**src/rtl/fp_adder_arbiter.sv**
```systemverilog
// Round-robin front end for one shared FP adder/converter: registers the granted
// operands into the adder, tracks a tag per in-flight op and queues results in order.
module fp_adder_arbiter #(
    parameter int size_mantissa        = 24,
    parameter int size_exponent        = 8,
    parameter int size_exception_field = 2,
    parameter int size                 = size_mantissa + size_exponent + size_exception_field,
    parameter int NUM_REQ              = 4,
    parameter int ID_W                 = 2,
    parameter int ADDER_LATENCY        = 0,
    parameter int RESP_DEPTH           = 4
) (
    input  logic                      clk,
    input  logic                      rst,
    input  logic [NUM_REQ-1:0]        req_valid,
    output logic [NUM_REQ-1:0]        req_ready,
    input  logic [NUM_REQ*size-1:0]   req_a,
    input  logic [NUM_REQ*size-1:0]   req_b,
    input  logic [NUM_REQ-1:0]        req_sub,
    input  logic [2*NUM_REQ-1:0]      req_conversion,
    output logic [size-1:0]           add_a,
    output logic [size-1:0]           add_b,
    output logic                      add_sub,
    output logic [1:0]                add_conversion,
    input  logic [size-1:0]           add_result,
    output logic                      resp_valid,
    input  logic                      resp_ready,
    output logic [ID_W-1:0]           resp_id,
    output logic [size-1:0]           resp_number
);

    localparam int IDP_W = ID_W + 1;
    localparam int CNT_W = $clog2(RESP_DEPTH + 1);
    localparam int PTR_W = $clog2(RESP_DEPTH);

    logic [size-1:0] a_slice    [NUM_REQ];
    logic [size-1:0] b_slice    [NUM_REQ];
    logic [1:0]      conv_slice [NUM_REQ];

    genvar gi;
    generate
        for (gi = 0; gi < NUM_REQ; gi++) begin : g_slice
            assign a_slice[gi]    = req_a[gi*size +: size];
            assign b_slice[gi]    = req_b[gi*size +: size];
            assign conv_slice[gi] = req_conversion[2*gi +: 2];
        end
    endgenerate

    logic [ID_W-1:0]  rr_ptr_q, rr_ptr_d;
    logic [size-1:0]  add_a_q, add_a_d;
    logic [size-1:0]  add_b_q, add_b_d;
    logic             add_sub_q, add_sub_d;
    logic [1:0]       add_conversion_q, add_conversion_d;
    logic [ADDER_LATENCY:0]           tag_valid_q, tag_valid_d;
    logic [ADDER_LATENCY:0][ID_W-1:0] tag_id_q, tag_id_d;
    logic [CNT_W-1:0] inflight_cnt_q, inflight_cnt_d;
    logic [CNT_W-1:0] fifo_cnt_q, fifo_cnt_d;
    logic [PTR_W-1:0] wr_ptr_q, wr_ptr_d;
    logic [PTR_W-1:0] rd_ptr_q, rd_ptr_d;

    logic [size-1:0]  fifo_num_mem [RESP_DEPTH];
    logic [ID_W-1:0]  fifo_id_mem  [RESP_DEPTH];

    logic             grant_found;
    logic [ID_W-1:0]  grant_id;
    logic [IDP_W-1:0] cand;
    logic [CNT_W:0]   occupancy;
    logic             credit_ok;
    logic             accept;
    logic             capture;
    logic             push;
    logic             pop;

    function automatic logic [PTR_W-1:0] ptr_inc(input logic [PTR_W-1:0] p);
        return (p == PTR_W'(RESP_DEPTH - 1)) ? '0 : p + PTR_W'(1);
    endfunction

    // Search starts one past the last winner so every requester gets a turn.
    always_comb begin
        grant_found = 1'b0;
        grant_id    = '0;
        cand        = '0;
        for (int k = 1; k <= NUM_REQ; k++) begin
            cand = {1'b0, rr_ptr_q} + IDP_W'(k);
            if (cand >= IDP_W'(NUM_REQ)) begin
                cand = cand - IDP_W'(NUM_REQ);
            end
            if (!grant_found && req_valid[cand[ID_W-1:0]]) begin
                grant_found = 1'b1;
                grant_id    = cand[ID_W-1:0];
            end
        end
    end

    // Credit counts every op that will eventually need a FIFO slot.
    assign occupancy = {1'b0, inflight_cnt_q} + {1'b0, fifo_cnt_q};
    assign credit_ok = occupancy < (CNT_W+1)'(RESP_DEPTH);
    assign accept    = !rst && credit_ok && grant_found;

    always_comb begin
        req_ready           = '0;
        req_ready[grant_id] = accept;
    end

    assign capture    = tag_valid_q[ADDER_LATENCY];
    assign push       = capture;
    assign resp_valid = (fifo_cnt_q != '0);
    assign pop        = resp_valid && resp_ready;

    always_comb begin
        rr_ptr_d         = rr_ptr_q;
        add_a_d          = add_a_q;
        add_b_d          = add_b_q;
        add_sub_d        = add_sub_q;
        add_conversion_d = add_conversion_q;
        if (accept) begin
            rr_ptr_d         = grant_id;
            add_a_d          = a_slice[grant_id];
            add_b_d          = b_slice[grant_id];
            add_sub_d        = req_sub[grant_id];
            add_conversion_d = conv_slice[grant_id];
        end

        tag_valid_d    = '0;
        tag_id_d       = '0;
        tag_valid_d[0] = accept;
        tag_id_d[0]    = grant_id;
        for (int i = 1; i <= ADDER_LATENCY; i++) begin
            tag_valid_d[i] = tag_valid_q[i-1];
            tag_id_d[i]    = tag_id_q[i-1];
        end

        inflight_cnt_d = inflight_cnt_q;
        if (accept && !capture) begin
            inflight_cnt_d = inflight_cnt_q + CNT_W'(1);
        end else if (!accept && capture) begin
            inflight_cnt_d = inflight_cnt_q - CNT_W'(1);
        end

        fifo_cnt_d = fifo_cnt_q;
        if (push && !pop) begin
            fifo_cnt_d = fifo_cnt_q + CNT_W'(1);
        end else if (!push && pop) begin
            fifo_cnt_d = fifo_cnt_q - CNT_W'(1);
        end

        wr_ptr_d = push ? ptr_inc(wr_ptr_q) : wr_ptr_q;
        rd_ptr_d = pop  ? ptr_inc(rd_ptr_q) : rd_ptr_q;
    end

    always_ff @(posedge clk) begin
        if (rst) begin
            rr_ptr_q         <= ID_W'(NUM_REQ - 1);
            add_a_q          <= '0;
            add_b_q          <= '0;
            add_sub_q        <= 1'b0;
            add_conversion_q <= '0;
            tag_valid_q      <= '0;
            tag_id_q         <= '0;
            inflight_cnt_q   <= '0;
            fifo_cnt_q       <= '0;
            wr_ptr_q         <= '0;
            rd_ptr_q         <= '0;
        end else begin
            rr_ptr_q         <= rr_ptr_d;
            add_a_q          <= add_a_d;
            add_b_q          <= add_b_d;
            add_sub_q        <= add_sub_d;
            add_conversion_q <= add_conversion_d;
            tag_valid_q      <= tag_valid_d;
            tag_id_q         <= tag_id_d;
            inflight_cnt_q   <= inflight_cnt_d;
            fifo_cnt_q       <= fifo_cnt_d;
            wr_ptr_q         <= wr_ptr_d;
            rd_ptr_q         <= rd_ptr_d;
        end
    end

    // Storage needs no reset: entries are only visible once counted in fifo_cnt_q.
    always_ff @(posedge clk) begin
        if (push) begin
            fifo_num_mem[wr_ptr_q] <= add_result;
            fifo_id_mem[wr_ptr_q]  <= tag_id_q[ADDER_LATENCY];
        end
    end

    assign resp_id        = fifo_id_mem[rd_ptr_q];
    assign resp_number    = fifo_num_mem[rd_ptr_q];
    assign add_a          = add_a_q;
    assign add_b          = add_b_q;
    assign add_sub        = add_sub_q;
    assign add_conversion = add_conversion_q;

endmodule

```
**config.mk**
```make
export PLATFORM = sky130hd
export DESIGN_NAME = fp_adder_arbiter
export DESIGN_NICKNAME = d
export VERILOG_FILES = /design/src/rtl/fp_adder_arbiter.sv
export SDC_FILE = /design/constraint.sdc
export NUM_CORES = 1
export LEC_CHECK = 0
export CELL_PAD_IN_SITES_DETAIL_PLACEMENT = 0
export CELL_PAD_IN_SITES_GLOBAL_PLACEMENT = 1
export CORE_ASPECT_RATIO = 0.6
export CORE_MARGIN = 1.5
export CORE_UTILIZATION = 34
export DETAILED_ROUTE_END_ITERATION = 16
export PLACE_DENSITY = 0.87
export SLEW_MARGIN = 20
export SYNTH_ARGS = -nofsm -noshare
export SYNTH_HDL_FRONTEND = slang
export SYNTH_SLANG_ARGS = --single-unit
```
**constraint.sdc**
```tcl
create_clock -name clk -period 3.8 [get_ports clk]
set_clock_uncertainty 0.1 [all_clocks]
set_input_delay 0.38 -clock clk [delete_from_list [all_inputs] [get_ports clk]]
set_output_delay 0.38 -clock clk [all_outputs]
set_load 0.05 [all_outputs]
```
; ---- Word-level counts from Yosys, hierarchy flattened
; Memories as Yosys holds them, arrays and structs flattened. A register that Yosys moved wholly into a read port is not among the register bits.
; Cells that the tools add are included.
[op_classes]
n_addsub = 15
multipliers = 0
n_div = 0
order_cmp = 12
n_eq_ne = 2
shifts = 0
n_mux = 45
bitwise_logic = 2
n_reduce_logical = 21
[op_table]
columns = op, n
row1 = 34-bit binary-select mux with 2-bit select, 2
row2 = 34-bit 2-to-1 mux, 4
row3 = 2-bit 2-to-1 mux, 16
row4 = 3-bit greater-or-equal comparator (second input constant), 5
row5 = 2-bit by 3-bit less-than comparator with 1-bit output (second input constant), 5
row6 = 1-bit 2-to-1 mux, 12
row7 = 3-bit 2-to-1 mux, 4
row8 = 1-bit logical AND, 11
row9 = 1-bit binary-select mux with 2-bit select, 5
row10 = 2-bit by 1-bit subtractor with 2-bit output (second input constant), 4
row11 = 1-bit logical NOT, 7
row12 = 2-bit by 2-bit adder with 3-bit output (second input constant), 2
row13 = 3-bit by 1-bit adder with 3-bit output (second input constant), 2
row14 = 3-bit by 1-bit subtractor with 3-bit output (second input constant), 2
row15 = 2-bit by 1-bit adder with 2-bit output (second input constant), 2
row16 = 3-bit by 3-bit adder with 4-bit output, 1
row17 = 4-bit bitwise AND, 1
row18 = 2-bit binary-select mux with 2-bit select, 1
row19 = 2-bit equality test (second input constant), 2
row20 = 4-bit by 3-bit less-than comparator with 1-bit output (second input constant), 1
row21 = 2-bit nonzero test, 2
row22 = 2-bit by 1-bit adder with 3-bit output (second input constant), 1
row23 = 2-bit by 3-bit adder with 3-bit output (second input constant), 1
row24 = 2-bit NOT with 3-bit output, 1
row25 = other kinds (3), 3
[word_totals]
reg_bits = 86
latch_bits = 0
mem_bits_rw = 144
rom_bits = 0
input_bits = 325
output_inout_bits = 112
elab_cells = 110
n_memories = 2
[memory_table]
columns = memory, depth, word_bits, read_ports, rd_ports_with_merged_regs, wr, line
row1 = fifo_num_mem, 4, 34, 1, 1, 1, 61  ; logic [size-1:0] fifo_num_mem [RESP_DEPTH];
row2 = fifo_id_mem, 4, 2, 1, 1, 1, 62  ; logic [ID_W-1:0] fifo_id_mem [RESP_DEPTH];

; ---- Longest topological paths before layout
; Gate-level depths: netlist of run 1.
[logic_depth]
depth_word = 20
ltp_mapped = 11
mapped_depth_nobuf = 10

; ---- Worst setup path before layout of run 1
; OpenSTA, ideal clock, no wires.
[synth_path]
path_type = register to output
startpoint = reg inflight_cnt_q[2]
endpoint = out req_ready[2]
t_arrival_ns = 2.604
required_time_ns = 3.320
path_slack_ns = 0.716
path_stages_with_launch = 8
n_path_buf = 2
cell_sequence = dfxtp_1 ha_1 or4_1 a311o_1 or2_1 buf_4 buf_2 nor2_1
[synth_via]
elab_chain_cells = 5
[synth_rtl]
columns = item, line
row1 = start: declaration, 56  ; logic [CNT_W-1:0] inflight_cnt_q, inflight_cnt_d;
row2 = start signal: assignment, 172  ; inflight_cnt_q <= inflight_cnt_d;
row3 = 3-bit by 3-bit adder with 4-bit output, 96  ; assign occupancy = {1'b0, inflight_cnt_q} + {1'b0, fifo_cnt_q};
row4 = 4-bit by 3-bit less-than comparator with 1-bit output, 97  ; assign credit_ok = occupancy < (CNT_W+1)'(RESP_DEPTH);
row5 = 1-bit logical AND (2 in series), 98  ; assign accept = !rst && credit_ok && grant_found;
row6 = 4-bit bitwise AND (no source line), n/a
row7 = end: declaration, 16  ; output logic [NUM_REQ-1:0] req_ready,
; Every way passes these cells.

; ---- Worst setup path after layout of run 1
[layout_path]
startpoint = reg fifo_cnt_q[2]
endpoint = out req_ready[1]
[layout_via]
elab_chain_cells = 5
[layout_rtl]
columns = item, line
row1 = start: declaration, 57  ; logic [CNT_W-1:0] fifo_cnt_q, fifo_cnt_d;
row2 = start signal: assignment, 173  ; fifo_cnt_q <= fifo_cnt_d;
row3 = 3-bit by 3-bit adder with 4-bit output, 96
row4 = 4-bit by 3-bit less-than comparator with 1-bit output, 97
row5 = 1-bit logical AND (2 in series), 98
row6 = 4-bit bitwise AND (no source line), n/a
; Every way passes these cells.

==> results of run 1 <==
==> path summary, 6_finish.rpt <==
kind,startpoint,to,slack (ns)
setup / recovery,fifo_cnt_q[2]$_SDFFE_PP0P_,req_ready[1],0.38
hold / removal,req_a[35],add_a[1]$_SDFFE_PP0P_,0.31
setup reg to reg,fifo_cnt_q[2]$_SDFFE_PP0P_,inflight_cnt_q[2]$_SDFFE_PP0P_,0.81
hold reg to reg,tag_id_q[1]$_SDFF_PP0_,fifo_id_mem[2][1]$_DFFE_PP_,0.38
==> cell families (layout without fill, tap and decap cells) <==
| kind of cell | after synthesis | in the layout | synth area share |
|---|---|---|---|
| and+or+nand+nor | 187 | 187 | 0.0862 |
| other | 0 | 2 | 0 |
| buffers and inverters | 84 | 505 | 0.0340 |
| adders and majority gates | 11 | 11 | 0.0140 |
| muxes | 39 | 39 | 0.0774 |
| xor gates and xnor gates | 4 | 4 | 0.00322 |
| DFF | 232 | 232 | 0.560 |
| AOI/OAI and AO/OA | 298 | 298 | 0.225 |
==> layer usage <==
| layer | vias up | global-route usage | share of wire |
|---|---|---|---|
| met4 | 2 | 0.0516 | 0.020 |
| met5 | - | 0 | 0.00018 |
| met2 | 329 | 0.363 | 0.47 |
| met3 | 45 | 0.0480 | 0.062 |
| met1 | 4470 | 0.302 | 0.45 |
| li1 | 4133 | - | - |
==> state kept, by name, indices dropped and copies added, names as in the netlist, 2 cells and up, named ones only <==
signal	flops
add_a	34
wr_ptr_q	2
rr_ptr_q	2
fifo_id_mem	8
tag_id_q	2
rd_ptr_q	2
add_conversion	2
fifo_cnt_q	3
fifo_num_mem	136
inflight_cnt_q	3
add_b	34
==> metrics by stage <==
stage	hold slack (ns)	area (sq um)	total power, W	setup slack [ns]	std cells
detailed placement	0.366	15700	0.00942	0.777	1648
floorplan	0.338	10900	0.00727	0.716	855
global route	0.297	16500	0.0123	0.195	1694
finish	0.309	16500	0.0118	0.379	1694
global placement	0.355	15700	0.00936	0.808	1648
CTS	0.278	16500	0.0119	0.327	1692
==> report_power, final <==
part           internal, W  leakage [nW]  switching [W]
clock              0.00141         0.374        0.00103
combinational      0.00204          3.33        0.00369
sequential         0.00328          2.04       0.000330
==> synth_stat cells (2+ instances only) <==
master    count
mux4_2       36
nand2_1      76
dfxtp_1      88
a311o_1       2
nand2b_1      4
or3_1         3
a211oi_1     71
ha_1          9
and2_1       76
buf_2        10
buf_6         5
a221oi_1     21
clkbuf_1     52
a221oi_2     50
nor3_1        2
and3_1        2
buf_1         9
inv_1         6
o21bai_1     71
nand3_1       2
mux2i_1       3
fa_1          2
nor2_1       16
o21ai_0       2
a21oi_1      77
xor2_1        4
edfxtp_1    144
==> worst reg2reg max path, stage by stage, from the launching register on <==
cell	delay, ns
dfxtp_1	0.36
ha_1	0.24
or4_1	0.46
a311o_1	0.38
inv_2	0.11
ha_1	0.18
inv_1	0.06
fa_1	0.37
xor2_1	0.17
or3_1	0.32
a21oi_1	0.15
==> final cells by class <==
cell class,instances,area [sq um]
clock buffers,30,644
clock inverters,14,159
fillers,2669,14800
flip-flops and latches,232,6090
multi-input cells,539,4450
inverters,7,26.3
well taps,416,520
repair buffers,454,4610
diodes,2,5.00
==> impl_metrics.py, run 1 <==
metrics = {
    "outcome": {
        "status": "finished, final reports clean",
    },
    "yosys": {
        "synthesis.nets": 1191,
        "async_flop_share": 0,
        "synth_area_sq_um": 10900,
        "synth_top_area_frac": 0.398,
        "syn_area_per_cell_sq_um": 12.7,
        "yosysSeqAreaShare": 0.560,
        "yosys-top-cells-area": "edfxtp_1, dfxtp_1, mux4_2, a221oi_2, a211oi_1",
        "synthDistinctLibCells": 39,
        "synthesis.instances": 855,
        "synth-edff-count": 144,
        "synth_ff_type": "edfxtp_1",
        "synth-seq-cells": 232,
        "synth_top_area_cell": "edfxtp_1",
        "yosys_warnings": 0,
    },
    "min_path": {
        "hp-class": "in2reg",
        "whs_path_depth": 3,
    },
    "worst_setup_path": {
        "cp.depth": 7,
        "reg2regPathDepth": 10,
        "path_max_fanout": 22,
        "critical_path_class": "reg2out",
        "critPathBufInv": 2,
        "cpMaxStageDelayCell": "or4_1",
        "crit_arrival_ns": 2.94,
        "cp_top_family": "simple AND/OR/NAND/NOR gates",
        "cp-start-kind": "flop",
        "critical_path.cell_chain": "ha_1 > or4_1 > a311o_1 > inv_2 > nand2_2 > nor2_1 > buf_12",
        "end_kind": "output port",
        "max_stage_delay_ns": 0.46,
        "cp.required_ns": 3.32,
    },
    "sta": {
        "fmax_mhz": 292,
        "fin_tns_setup_ns": 0,
        "final-hold-violation-count": 0,
        "min_period_ns": 3.42,
        "final-max-slew-violation-count": 0,
        "rsz0062_at_grt": "no",
        "worst_pin_slew_ns": 1.02,
        "finalCritPeriodShare": 0.900,
        "relSlewSlack": 0.319,
        "finalSetupViolCount": 0,
    },
    "global_routing": {
        "grt_pass1_vias": 8994,
        "antenna_found_initial": 3,
        "grt-ovfl-total": 0,
        "grt_use_total": 0.222,
        "grt_max_degree": 86,
        "grt_pass1_wl_um": 55900,
    },
    "drt": {
        "drt_iter0_markers": 576,
        "wirelength_um": 38000,
        "vias": 8979,
        "dr.pass1.iters": 6,
        "wl_per_cell_um": 22.4,
        "via_per_inst": 5.30,
        "drc_errors": 0,
        "antenna_left": 0,
    },
    "die": {
        "row_count": 50,
        "initial_core_util": 0.347,
        "die_y_um": 141,
        "coreArea_sq_um": 31300,
        "fp.dieW_um": 234,
        "ios": 437,
        "design.die.area_sq_um": 33100,
    },
    "clocking": {
        "cts.htree.levels": 1,
        "ctsHoldBuffers": 0,
        "cts_tree": "built",
        "clkTransAtPathRegs_ns": 0.07,
        "clk_latency_ns": 0.52,
        "cts_sinks": 232,
        "ctsResizeCount": 0,
        "clockBufferDepth": 3,
        "post-cts-setup-buffers": 0,
        "numCtsBuffers": 24,
        "ctsRootBufferMaster": "clkbuf_16",
    },
    "placed_design": {
        "hpwlAfterDp_um": 26300,
        "place.gp.congestion": 0.901,
        "port_buffers": 436,
    },
    "pwr": {
        "cellLeakagePower_nw": 5.75,
        "ir_drop_mv": 0.405,
        "p_per_area_nw_per_um2": 714,
    },
    "final_layout": {
        "fin_util": 0.526,
        "syn_to_final_growth_pct": 51.8,
        "drive_above_1_share": 0.125,
        "final_common_cell": "clkdlybuf4s50_1",
        "nNetsFinal": 1594,
        "final_cell_mix": "clkdlybuf4s50_1, edfxtp_1, dfxtp_1",
    },
    "job": {
        "maxCapViolations": 0,
    },
}
Note: power is estimated with default switching activity, not from simulation.
==> inputs of run 2 (changes only) <==
- CORE_UTILIZATION: 34 -> 25
- PLACE_DENSITY: 0.87 -> 0.69
==> run 2 against run 1 <==
  * Via count decreased by 0.32%
  * Sequential share of layout area decreased by 0.46 points
  * Clock power increased by 2%
  * Design area increased by 1.3%
  * Worst hold slack got worse by 0.0085 ns
  * Highest routed layer unchanged
==> impl_metrics.py, run 2 (synthesis results as in run 1) <==
metrics = {
    "placed_design": {
        "place.gp.congestion": 0.878,
        "hpwlAfterDp_um": 28700,
        "placed_cells": 1805,
        "port_buffers": 436,
        "pre_cts_slack_ns": 0.742,
    },
    "die": {
        "ios": 437,
        "initial_core_util": 0.256,
        "coreArea_sq_um": 42400,
        "die_y_um": 165,
        "row_count": 58,
        "design.die.area_sq_um": 44800,
        "fp.dieW_um": 272,
    },
    "global_routing": {
        "use_met3": 0.0433,
        "grt_max_degree": 86,
        "grt_pass1_vias": 9305,
        "grt_most_used_layer": "met2",
        "antenna_found_initial": 5,
        "grt_use_total": 0.180,
        "grt_pass1_wl_um": 60900,
        "grt-ovfl-total": 0,
        "use_met2": 0.304,
        "grtUsageMet1": 0.234,
    },
    "worst_setup_path": {
        "path_max_fanout": 36,
        "cp-start-kind": "flop",
        "reg2regPathDepth": 10,
        "max_stage_delay_ns": 0.48,
        "crit_arrival_ns": 2.90,
        "cpMaxStageDelayCell": "or4_1",
        "critPathBufInv": 1,
        "cp.required_ns": 3.32,
        "critical_path.cell_chain": "ha_1 > or4_1 > a311o_1 > or2_4 > nor2_1 > buf_4",
        "cp_top_family": "simple AND/OR/NAND/NOR gates",
        "cp.depth": 6,
        "end_kind": "output port",
        "critical_path_class": "reg2out",
    },
    "pwr": {
        "ir_drop_mv": 0.335,
        "p_per_area_nw_per_um2": 712,
        "cellLeakagePower_nw": 5.77,
    },
    "job": {
        "maxCapViolations": 0,
    },
    "sta": {
        "min_period_ns": 3.38,
        "fmax_mhz": 296,
        "final-max-slew-violation-count": 0,
        "rsz0062_at_grt": "no",
        "relSlewSlack": 0.298,
        "fin_tns_setup_ns": 0,
        "fin_ws_ns": 0.419,
        "finalSetupViolCount": 0,
        "finalCritPeriodShare": 0.890,
        "worst_pin_slew_ns": 1.05,
        "whs_ns": 0.300,
        "final-hold-violation-count": 0,
    },
    "drt": {
        "dr.pass1.iters": 4,
        "wl_per_cell_um": 22.5,
        "wirelength_um": 41600,
        "via_per_inst": 4.84,
        "drc_errors": 0,
        "antenna_left": 0,
        "drt_iter0_markers": 458,
        "vias": 8950,
    },
    "clocking": {
        "ctsResizeCount": 0,
        "clkTransAtPathRegs_ns": 0.07,
        "cts_tree": "built",
        "ctsRootBufferMaster": "clkbuf_16",
        "cts.htree.levels": 1,
        "numCtsBuffers": 24,
        "clockBufferDepth": 3,
        "ctsHoldBuffers": 0,
        "clk_latency_ns": 0.53,
        "cts_sinks": 232,
        "post-cts-setup-buffers": 0,
    },
    "final_layout": {
        "syn_to_final_growth_pct": 53.8,
        "fillers": 4118,
        "fin_cells": 1851,
        "top_register": "fifo_num_mem",
        "final_cell_mix": "clkdlybuf4s50_1, edfxtp_1, dfxtp_1",
        "drive_above_1_share": 0.132,
        "largest_reg_flops": 136,
        "nNetsFinal": 1597,
        "final_common_cell": "clkdlybuf4s50_1",
    },
    "min_path": {
        "hp-class": "in2reg",
        "whs_path_depth": 3,
    },
    "outcome": {
        "status": "finished, final reports clean",
    },
}
[run 2: stage by stage]
stage          power [W]  instance area (sq um)   util
2_1_floorplan    0.00727                  10900      -
3_3_place_gp     0.00949                  15900  0.375
3_5_place_dp     0.00952                  15900  0.375
4_1_cts           0.0121                  16700  0.394
5_1_grt           0.0125                  16700  0.394
6_report          0.0119                  16700  0.394
[run 2: layout make-up]
cell class / count / area [sq um] / share of cell area
sequential: 232 / 6090 / 0.364
timing repair buffer: 457 / 4610 / 0.276
multi-input combinational: 539 / 4450 / 0.266
tap: 570 / 713 / 0.0427
clock buffer: 30 / 674 / 0.0404
clock inverter: 14 / 148 / 0.00884
inverter: 7 / 26.3 / 0.00157
antenna: 2 / 5.00 / 0.000299
[run 2: worst paths after layout]
kind                              start                        endpoint  slack, ns
max          fifo_cnt_q[2]$_SDFFE_PP0P_                    req_ready[2]       0.42
min                          req_a[123]          add_a[21]$_SDFFE_PP0P_       0.30
max reg2reg  fifo_cnt_q[2]$_SDFFE_PP0P_  inflight_cnt_q[2]$_SDFFE_PP0P_       0.75
min reg2reg    rd_ptr_q[1]$_SDFFE_PP0P_                            flop       0.39
[run 2: layer usage]
layer	routed length (um)	vias to the layer above
li1	-	4146
met1	18100	4487
met2	19900	254
met3	2600	59
met4	912	4
met5	27	-
[run 2: worst register-to-register path, cell delays in order (launching register included)]
cell	delay, ns
dfxtp_1	0.38
ha_1	0.24
or4_1	0.48
a311o_1	0.37
inv_2	0.12
ha_1	0.19
inv_1	0.06
fa_1	0.38
xor2_1	0.19
or3_1	0.31
a21oi_1	0.15
[run 2: report_power, final]
| group | leakage [nW] | total [W] | switching (W) | internal, W |
|---|---|---|---|---|
| sequential | 2.04 | 0.00358 | 0.000303 | 0.00328 |
| clock | 0.389 | 0.00249 | 0.00108 | 0.00141 |
| combinational | 3.34 | 0.00583 | 0.00378 | 0.00205 |
| total | 5.77 | 0.0119 | 0.00516 | 0.00674 |
==> inputs of run 3 (changes only) <==
--- a/config.mk
+++ b/config.mk
@@ -7,2 +7,3 @@
 export LEC_CHECK = 0
+export ABC_CLOCK_PERIOD_IN_PS = 3800
 export CELL_PAD_IN_SITES_DETAIL_PLACEMENT = 0
@@ -12,2 +13,3 @@
 export CORE_UTILIZATION = 25
+export CTS_BUF_LIST = sky130_fd_sc_hd__clkbuf_4 sky130_fd_sc_hd__clkbuf_8
 export DETAILED_ROUTE_END_ITERATION = 16
--- a/constraint.sdc
+++ b/constraint.sdc
@@ -4,2 +4,2 @@
 set_output_delay 0.38 -clock clk [all_outputs]
-set_load 0.05 [all_outputs]
+set_load 0.1 [all_outputs]
==> run 3 against run 2 <==
  * Sequential share of layout area about the same
  * Global-route usage hardly changed
  * Sequential cell count is the same
  * Utilization about the same
  * Largest cell class unchanged
  * Die area unchanged
  * Worst hold slack worse by 0.035 ns
  * Critical endpoint is now req_ready[3]
  * Setup slack worse by 0.0039 ns
  * Fmax shrank 0.12%
  * Cell count rose by 1.3%
  * Via count is 0.74% higher
==> impl_metrics.py, run 3 (synthesis results as in run 1) <==
metrics = {
    "outcome": {
        "status": "finished, final reports clean",
    },
    "pwr": {
        "cellLeakagePower_nw": 5.88,
        "ir_drop_mv": 0.444,
        "p_per_area_nw_per_um2": 834,
    },
    "final_layout": {
        "final_common_cell": "clkdlybuf4s50_1",
        "drive_above_1_share": 0.175,
        "top_register": "fifo_num_mem",
        "final_cell_mix": "clkdlybuf4s50_1, edfxtp_1, dfxtp_1",
        "fin_cells": 1875,
        "syn_to_final_growth_pct": 53.9,
        "nNetsFinal": 1609,
        "fillers": 4105,
        "fin_util": 0.395,
        "largest_reg_flops": 136,
    },
    "die": {
        "die_y_um": 165,
        "design.die.area_sq_um": 44800,
        "fp.dieW_um": 272,
        "initial_core_util": 0.256,
        "row_count": 58,
        "coreArea_sq_um": 42400,
        "ios": 437,
    },
    "worst_setup_path": {
        "path_max_fanout": 28,
        "reg2regPathDepth": 10,
        "r2r-start": "inflight_cnt_q[2]$_SDFFE_PP0P_",
        "critical_path_class": "reg2out",
        "cp-start-kind": "flop",
        "regToRegSetupSlack_ns": 0.82,
        "crit_end": "req_ready[3]",
        "cp.required_ns": 3.32,
        "end_kind": "output port",
        "crit_arrival_ns": 2.91,
        "worstReg2RegEnd": "inflight_cnt_q[2]$_SDFFE_PP0P_",
        "cp-startpoint": "inflight_cnt_q[2]$_SDFFE_PP0P_",
    },
    "clocking": {
        "clk_latency_ns": 0.56,
        "ctsResizeCount": 0,
        "clkTransAtPathRegs_ns": 0.07,
        "clockBufferDepth": 3,
        "cts_tree": "built",
        "cts_sinks": 232,
        "ctsHoldBuffers": 0,
        "numCtsBuffers": 40,
        "ctsRootBufferMaster": "clkbuf_8",
        "cts.htree.levels": 2,
        "post-cts-setup-buffers": 0,
    },
    "sta": {
        "final-max-slew-violation-count": 0,
        "relSlewSlack": 0.276,
        "final-hold-violation-count": 0,
        "fin_ws_ns": 0.415,
        "rsz0062_at_grt": "no",
        "min_period_ns": 3.39,
        "finalSetupViolCount": 0,
        "fmax_mhz": 295,
        "worst_pin_slew_ns": 1.08,
        "finalCritPeriodShare": 0.891,
        "fin_tns_setup_ns": 0,
    },
    "global_routing": {
        "grt-ovfl-total": 0,
        "antenna_found_initial": 8,
        "grt_pass1_vias": 9313,
        "grt_max_degree": 86,
        "grt_pass1_wl_um": 60700,
        "grt_use_total": 0.180,
    },
    "drt": {
        "wirelength_um": 41100,
        "drc_errors": 0,
        "antenna_left": 0,
        "vias": 9016,
        "wl_per_cell_um": 21.9,
        "via_per_inst": 4.81,
        "drt_iter0_markers": 441,
        "dr.pass1.iters": 5,
    },
    "min_path": {
        "hp-class": "in2reg",
        "whs_path_depth": 3,
    },
    "placed_design": {
        "placed_cells": 1801,
        "place.gp.congestion": 0.911,
        "port_buffers": 436,
        "pre_cts_slack_ns": 0.724,
        "hpwlAfterDp_um": 28000,
    },
    "job": {
        "maxCapViolations": 0,
    },
}
[run 3: cell count changes in the layout (fill, tap and decap cells not counted), sizes merged]
cell / before / now
clkinvlp: 5 / 2
inv: 7 / 9
diode: 2 / 3
buf: 26 / 58
clkbuf: 30 / 55
bufinv: 2 / 5
clkdlybuf4s50: 431 / 395
[run 3: final cells by class]
type,count,area [sq um],share of cell area
sequential,232,6090,0.364
timing repair buffer,453,4520,0.270
multi-input combinational,539,4450,0.266
tap,570,713,0.0426
clock buffer,55,701,0.0419
clock inverter,16,218,0.0130
inverter,7,26.3,0.00157
antenna,3,7.51,0.000449
[run 3: power by group]
part           leakage [nW]  switching [W]  internal (W)
clock                 0.476        0.00111       0.00155
combinational          3.37        0.00568       0.00199
sequential             2.04       0.000337       0.00328
total                  5.88        0.00713       0.00681
[run 3: worst min path at each step]
stage	endpoint	slack, ns	from
detailed placement	fifo_id_mem[3][0]$_DFFE_PP_	0.38	tag_id_q[0]$_SDFF_PP0_
CTS	add_a[7]$_SDFFE_PP0P_	0.20	req_a[41]
global route	add_a[7]$_SDFFE_PP0P_	0.22	req_a[41]
floorplan	fifo_id_mem[0][0]$_DFFE_PP_	0.34	tag_id_q[0]$_SDFF_PP0_
global placement	fifo_id_mem[2][0]$_DFFE_PP_	0.36	tag_id_q[0]$_SDFF_PP0_
finish	add_a[4]$_SDFFE_PP0P_	0.27	req_a[38]
[run 3: layer usage]
layer	up-vias	wire, um	GRT usage
li1	4167	-	-
met1	4505	18100	0.240
met2	265	19600	0.295
met3	71	2520	0.0454
met4	8	776	0.0429
met5	-	55	0
[run 3: stage by stage]
stage	total power (W)	area (sq um)	hold WS, ns
after global routing	0.0145	16700	0.225
final	0.0139	16700	0.265
after floorplan	0.00920	10900	0.338
after detailed placement	0.0114	15800	0.376
after CTS	0.0141	16700	0.204
after global placement	0.0114	15800	0.359
[run 3: critical path: stages, from the launching register on]
cell     delay (ns)
dfxtp_1        0.32
ha_1           0.28
or4_1          0.47
a311o_1        0.38
or2_4          0.45
nor2_1         0.24
buf_12         0.20
